## src/rtl/pipe_pkg.sv

```systemverilog
// pipe_pkg: control-word bit positions and instruction field offsets shared by the pipeline stages
package pipe_pkg;
  localparam int CTRL_W = 8;
  localparam int CTRL_REGWRITE = 0;
  localparam int CTRL_MEMTOREG = 1;
  localparam int CTRL_REGDST = 2;
  localparam int CTRL_IMMSIGN = 3;
  localparam int CTRL_USES_RT = 4;
  localparam int OP_LSB = 26;
  localparam int RS_LSB = 21;
  localparam int RT_LSB = 16;
  localparam int RD_LSB = 11;
endpackage

```

## src/rtl/id_ex_stage_hazard_detect.sv

```systemverilog
// hazard_detect: load-use detection between the EX load and the instruction in ID
module hazard_detect (
  input  logic       reset,
  input  logic       flush_e,
  input  logic       valid_d,
  input  logic       valid_e,
  input  logic       memtoreg_e,
  input  logic       regwrite_e,
  input  logic       uses_rt_d,
  input  logic [4:0] write_reg_e,
  input  logic [4:0] rs_d,
  input  logic [4:0] rt_d,
  output logic       stall_f,
  output logic       stall_d
);
  logic lu;
  assign lu = valid_d & valid_e & memtoreg_e & regwrite_e & (write_reg_e != 5'd0)
            & ((write_reg_e == rs_d) | ((write_reg_e == rt_d) & uses_rt_d));
  // a redirected ID instruction is dead, so it must not hold fetch
  assign stall_f = lu & ~flush_e & ~reset;
  assign stall_d = stall_f;
endmodule

```

## src/rtl/id_ex_stage.sv

```systemverilog
// id_ex_stage: register-file addressing, ID/EX pipeline register, load-use bubbles and perf counters
module id_ex_stage #(
  parameter int CTRL_W = pipe_pkg::CTRL_W,
  parameter int CNT_W = 32
) (
  input  logic              CLK,
  input  logic              Reset,
  input  logic              ValidD,
  input  logic [31:0]       InstrD,
  input  logic [31:0]       PCPlus4D,
  input  logic [CTRL_W-1:0] CtrlD,
  input  logic              FlushE,
  output logic [4:0]        RA1,
  output logic [4:0]        RA2,
  input  logic [31:0]       RD1,
  input  logic [31:0]       RD2,
  output logic              StallF,
  output logic              StallD,
  output logic              ValidE,
  output logic [CTRL_W-1:0] CtrlE,
  output logic [31:0]       SrcAE,
  output logic [31:0]       WdE,
  output logic [31:0]       ImmE,
  output logic [4:0]        RsE,
  output logic [4:0]        RtE,
  output logic [4:0]        WriteRegE,
  output logic [31:0]       PCPlus4E,
  output logic [CNT_W-1:0]  StallCnt,
  output logic [CNT_W-1:0]  FlushCnt
);
  import pipe_pkg::*;
  logic [4:0] rs, rt, rd;
  logic unused_op;
  assign rs = InstrD[RS_LSB +: 5];
  assign rt = InstrD[RT_LSB +: 5];
  assign rd = InstrD[RD_LSB +: 5];
  assign unused_op = ^InstrD[OP_LSB +: 6];
  assign RA1 = rs;
  assign RA2 = rt;
  hazard_detect u_hazard (
    .reset(Reset),
    .flush_e(FlushE),
    .valid_d(ValidD),
    .valid_e(ValidE),
    .memtoreg_e(CtrlE[CTRL_MEMTOREG]),
    .regwrite_e(CtrlE[CTRL_REGWRITE]),
    .uses_rt_d(CtrlD[CTRL_USES_RT]),
    .write_reg_e(WriteRegE),
    .rs_d(rs),
    .rt_d(rt),
    .stall_f(StallF),
    .stall_d(StallD)
  );
  // on flush or bubble only the valid/control state is cleared; data regs hold
  always_ff @(posedge CLK) begin
    if (Reset) begin
      ValidE <= 1'b0;
      CtrlE <= '0;
      SrcAE <= '0;
      WdE <= '0;
      ImmE <= '0;
      RsE <= '0;
      RtE <= '0;
      WriteRegE <= '0;
      PCPlus4E <= '0;
    end else if (FlushE | StallD) begin
      ValidE <= 1'b0;
      CtrlE <= '0;
    end else begin
      ValidE <= ValidD;
      CtrlE <= ValidD ? CtrlD : '0;
      SrcAE <= RD1;
      WdE <= RD2;
      ImmE <= CtrlD[CTRL_IMMSIGN] ? {{16{InstrD[15]}}, InstrD[15:0]} : {16'h0, InstrD[15:0]};
      RsE <= rs;
      RtE <= rt;
      WriteRegE <= CtrlD[CTRL_REGDST] ? rd : rt;
      PCPlus4E <= PCPlus4D;
    end
  end
  always_ff @(posedge CLK) begin
    if (Reset) begin
      StallCnt <= '0;
      FlushCnt <= '0;
    end else begin
      StallCnt <= StallCnt + CNT_W'(StallD & ~&StallCnt);
      FlushCnt <= FlushCnt + CNT_W'(FlushE & ValidD & ~&FlushCnt);
    end
  end
endmodule

```

## config.mk

```make
export PLATFORM = sky130hd
export DESIGN_NAME = id_ex_stage
export DESIGN_NICKNAME = d
export VERILOG_FILES = /design/src/rtl/pipe_pkg.sv /design/src/rtl/id_ex_stage_hazard_detect.sv /design/src/rtl/id_ex_stage.sv
export SDC_FILE = /design/constraint.sdc
export NUM_CORES = 1
export LEC_CHECK = 0
export ABC_AREA = 1
export CAP_MARGIN = 5
export CORE_MARGIN = 1
export CORE_UTILIZATION = 48
export CTS_CLUSTER_SIZE = 12
export DETAILED_ROUTE_END_ITERATION = 8
export PLACE_DENSITY = 0.84
export SETUP_SLACK_MARGIN = 0.02
export SYNTH_ARGS = -nofsm -noshare
export SYNTH_HDL_FRONTEND = slang
export SYNTH_SLANG_ARGS = --single-unit
```

## constraint.sdc

```tcl
create_clock -name CLK -period 5 [get_ports CLK]
set_input_delay 1 -clock CLK [delete_from_list [all_inputs] [get_ports CLK]]
set_output_delay 1 -clock CLK [all_outputs]
set_load 0.05 [all_outputs]
```

# After elaboration in Yosys (flattened, before gate mapping)
# Cells that the tools add are included.
[totals]
reg_bits = 216
input_bits = 140
elab_cells = 40
output_inout_bits = 228
[classes]
addsub = 2
mux = 2
n_eq_ne = 2
n_bitwise = 16
reduce_logical = 7
[ops]
columns = ["cell", "n"]
rows = [
  ["adder 32 x 1 -> 32 bit", 2],
  ["AND reduction 32 bit", 2],
  ["two-way mux 32 bit", 1],
  ["AND 1 bit", 11],
  ["equality test 5 bit", 2],
  ["two-way mux 5 bit", 1],
  ["nonzero test 5 bit", 1],
  ["NOT 1 bit", 3],
  ["OR reduction 3 bit", 1],
  ["zero test 1 bit", 2],
  ["bitwise OR 1 bit", 2],
  ["OR reduction 2 bit", 1],
]

# Longest topological paths before layout
[logic_depth]
depth_word = 9
mapped_depth = 21
depth_no_buf = 19

# Modules after synthesis
# A second synthesis with hierarchy kept.
[unflattened]
hier_cells = 1185
hier_area_um2 = 8539.4
[by_module_without_submodules]
columns = ["mod", "seq_area_each_um2", "area_each_um2", "instances", "cells_each"]
rows = [
  ["id_ex_stage", 4023.9, 8306.7, 1, 1128],
  ["hazard_detect", 0.0, 232.7, 1, 57],
]

# Worst setup path before layout
# OpenSTA, ideal clock, no wires.
[synth_timing]
path_type = "input to output"
from = "input Reset"
to = "output StallF"
required_time_ps = 4000
path_slack_ps = 1540
t_arrival_ps = 2460
path_stages = 9
n_path_buf = 4
path_cell_list = "buf_6 -> nor2_4 -> nand4_1 -> nor2_1 -> nand2_2 -> buf_4 -> buf_2 -> inv_1 -> buf_4"
[synth_via]
elab_chain_len = 2
[synth_lines]
columns = ["item", "line", "rtl"]
rows = [
  ["start, declared", "id_ex_stage.sv:7", "input logic Reset,"],
  ["NOT 1 bit", "id_ex_stage_hazard_detect.sv:20", "assign stall_f = lu & ~flush_e & ~reset;"],
  ["AND 1 bit", "id_ex_stage_hazard_detect.sv:20", ""],
  ["end, declared", "id_ex_stage.sv:17", "output logic StallF,"],
]
# No other way between the ends.

# Worst setup path after layout
[layout_timing]
from = "input FlushE"
to = "output StallF"
[layout_via]
elab_chain_len = 3
[layout_lines]
columns = ["item", "line", "rtl"]
rows = [
  ["start, declared", "id_ex_stage.sv:12", "input logic FlushE,"],
  ["NOT 1 bit", "id_ex_stage_hazard_detect.sv:20", ""],
  ["AND 1 bit (2 in series)", "id_ex_stage_hazard_detect.sv:20", ""],
]
# No other way between the ends.

==> impl_metrics.csv <==
group,metric,value,unit
outcome,status,"completed",
drt,drt_wl_total,28900,um
floorplan,start_util,49.0,%
synth,synthCells,1344,
setup_path,worstSetupPathType,"input port to primary output",
drt,wl_per_cell,15.1,um
cells_and_area,final_common_cell,"clkdlybuf4s50_1",
cts,post_cts_resized,0,
drt,route.detailed.drc,0,
setup_path,r2r_cells,17,
drt,firstDrtPassIters,5,
cts,tritoncts,"done",
min_path,hp-start,"PCPlus4E[6]",
floorplan,chipWidth,143,um
synth,synth-simple-area-share,35.3,%
min_path,min_path_cells,2,
pwr,pwr_density_cell,302,nW/um^2
sta,clock_skew,0.00826,ns
synth,synth_top_family_by_area,"simple AND/OR/NAND/NOR gates",
pwr,p_leak,5.56,nW
sta,tightest_slew,1.22,ns
floorplan,ioPinCount,368,
global_routing,grt_pass1_wl,44100,um
synth,synthXorXnorAreaFrac,1.01,%
global_routing,grt_most_used_layer,"met2",
floorplan,die-area,20400,um^2
sta,fin_setup_tns,0,ns
synth,ys_ff_latch,201,
global_routing,grt-ovfl-total,0,
cts,cts_sinks,201,
place,dp.final_hpwl,20400,um
synth,synth_fa_ha_area_share,0.525,%
cells_and_area,layout_common_cells,"clkdlybuf4s50_1, nand2_1, nor2_1",
sta,setup-violations-final,0,
floorplan,rows,51,
cells_and_area,drive_above_1_share,3.52,%
min_path,worstHoldEndpoint,"PCPlus4E[6]",
place,gp_congestion,0.935,
global_routing,use_met3,7.51,%
global_routing,antenna_found_initial,0,
drt,vias_per_cell,5.11,
sta,slew_headroom,18.9,%
synth,yosysUniqueCellTypes,33,
floorplan,die_y,143,um
cells_and_area,fillers,1619,
global_routing,grt_max_degree,247,
global_routing,met1_usage,31.3,%
cells_and_area,multiInputGateArea,4520,um^2
synth,syn_nets,1488,
place,io_buffers,361,
setup_path,r2r_end,"StallCnt[14]",
sta,hold_slack,0.478,ns
setup_path,end_kind,"primary output",
cells_and_area,regArea,4020,um^2
synth,synthMuxAreaShare,0,%
sta,grt_setup_unrepaired,"no",
setup_path,crit_path_max_fanout,43,
synth,yosys_warnings,0,
sta,timing.final.ws_setup,1.33,ns
synth,syn_area,9540,um^2
synth,synth-compound-area-share,10.5,%
cts,clk_pin_slew_worst_paths,0.06,ns
sta,period_needed,3.67,ns
cts,htreeDepth,1,
setup_path,regToRegSetupSlack,2.16,ns
sta,fin_crit_sh,73.4,%
min_path,hold_class,"flip-flop to flip-flop",
setup_path,worstSetupStartpointType,"input port",
global_routing,grt_util_all_layers,26.8,%
drt,ant_nets,0,
setup_path,reg2reg_from,"WriteRegE[4]",
cts,root_buffer,"clkbuf_16",
cts,numCtsBuffers,23,
global_routing,grt_pass1_vias,8906,
drt,vias,9762,
cts,insertion_delay,0.50,ns
sta,slew_violations,0,
cells_and_area,diodes,0,
sta,max_freq,273,MHz
synth,yosysSeqAreaShare,42.2,%
setup_path,arrival,2.67,ns
run,max_cap_violations,0,
cells_and_area,syn_to_final_growth,43.4,%
pwr,max-vdd-ir-drop,0.229,mV
cts,clockBufferDepth,3,
synth,synth_area_per_cell,7.09,um^2
cells_and_area,final_nets,1777,
setup_path,cp_data_required_time,4.00,ns
cts,post-cts-setup-buffer-count,0,
floorplan,core,19500,um^2
drt,drt-initial-drc-count,588,
sta,finalHoldViolCount,0,
cts,holdBufCountCts,0,
global_routing,use_met2,45.7,%
place,dpl_worst_slack,0.964,ns
[critical path, cell delays in order]
cell and delay [ns]:
clkdlybuf4s50_1 0.49, inv_6 0.28, nand4_1 0.14, nor2_1 0.32
nand2_8 0.11, inv_1 0.16, buf_12 0.16
[cells in the mapped netlist]
cell / count / share of area (%)
nand2_1: 280 / 11
nor2_1: 216 / 8.5
dfxtp_1: 201 / 42
a21oi_1: 166 / 8.7
nand3b_1: 121 / 9.5
inv_1: 100 / 3.9
clkbuf_1: 46 / 1.8
nand3_1: 46 / 2.4
buf_4: 35 / 2.8
nor3_1: 25 / 1.3
o21ai_0: 25 / 1.3
nand4_1: 13 / 0.85
buf_2: 11 / 0.58
buf_6: 10 / 1.2
xor2_1: 7 / 0.64
ha_1: 4 / 0.52
nor3b_1: 4 / 0.31
or2_2: 4 / 0.26
xnor2_1: 4 / 0.37
inv_2: 3 / 0.12
nor4_1: 3 / 0.20
o21a_1: 3 / 0.24
a31oi_1: 2 / 0.13
buf_1: 2 / 0.079
clkinv_1: 2 / 0.079
nand2_2: 2 / 0.13
nand3_2: 2 / 0.21
nor2_2: 2 / 0.13
and3_1: 1 / 0.066
nor2_4: 1 / 0.12
nor3b_2: 1 / 0.13
o21bai_1: 1 / 0.079
or2_0: 1 / 0.066
[worst max path at each step]
stage | endpoint | slack [ns] | start
2_1_floorplan | StallF | 1.54 | Reset
3_3_place_gp | StallCnt[30] | 0.97 | FlushE
3_5_place_dp | PCPlus4E[15] | 0.96 | FlushE
4_1_cts | StallF | 1.34 | FlushE
5_1_grt | StallCnt[22] | 1.10 | FlushE
6_report | StallF | 1.33 | FlushE
[stage by stage]
stage                     util (%)  total power (W)  area [um^2]  cells
after floorplan                  -          0.00227         9540   1344
after global placement        66.7          0.00256        13000   1873
after detailed placement      66.7          0.00257        13000   1873
after CTS                     70.3          0.00416        13700   1911
after global routing          70.3          0.00429        13700   1911
final                         70.3          0.00413        13700   1911
[final cells by class]
cell class / count / area share, %
Sequential cell: 201 / 29.4
Timing Repair Buffer: 368 / 27.0
Multi-Input combinational cell: 934 / 33.1
Clock buffer: 32 / 4.68
Tap cell: 265 / 2.42
Clock inverter: 6 / 0.430
Inverter: 105 / 2.94
[per-layer routing]
metal	part of all wire, %	vias up
met2	48	376
met4	4.1	0
li1	-	4895
met1	39	4409
met5	0	-
met3	8.9	82
[cell families after synthesis]
family | after synthesis
simple gates | 722
buf+inv | 209
flops | 201
compound gates | 197
xor+xnor | 11
fa+ha+maj | 4
[power by group]
group          internal, W  switching [W]  leakage [nW]
Clock             0.000937       0.000647         0.346
Combinational     0.000318       0.000504          3.56
Sequential         0.00168      0.0000428          1.65
Total              0.00293        0.00119          5.56
[registers in the layout (all words and copies together), names as in the netlist]
signal,flops
WriteRegE,5
CtrlE,8
SrcAE,32
RsE,5
WdE,32
FlushCnt,32
ValidE,1
RtE,5
ImmE,17
PCPlus4E,32
StallCnt,32
No activity file was read; power rests on OpenSTA's default activity.
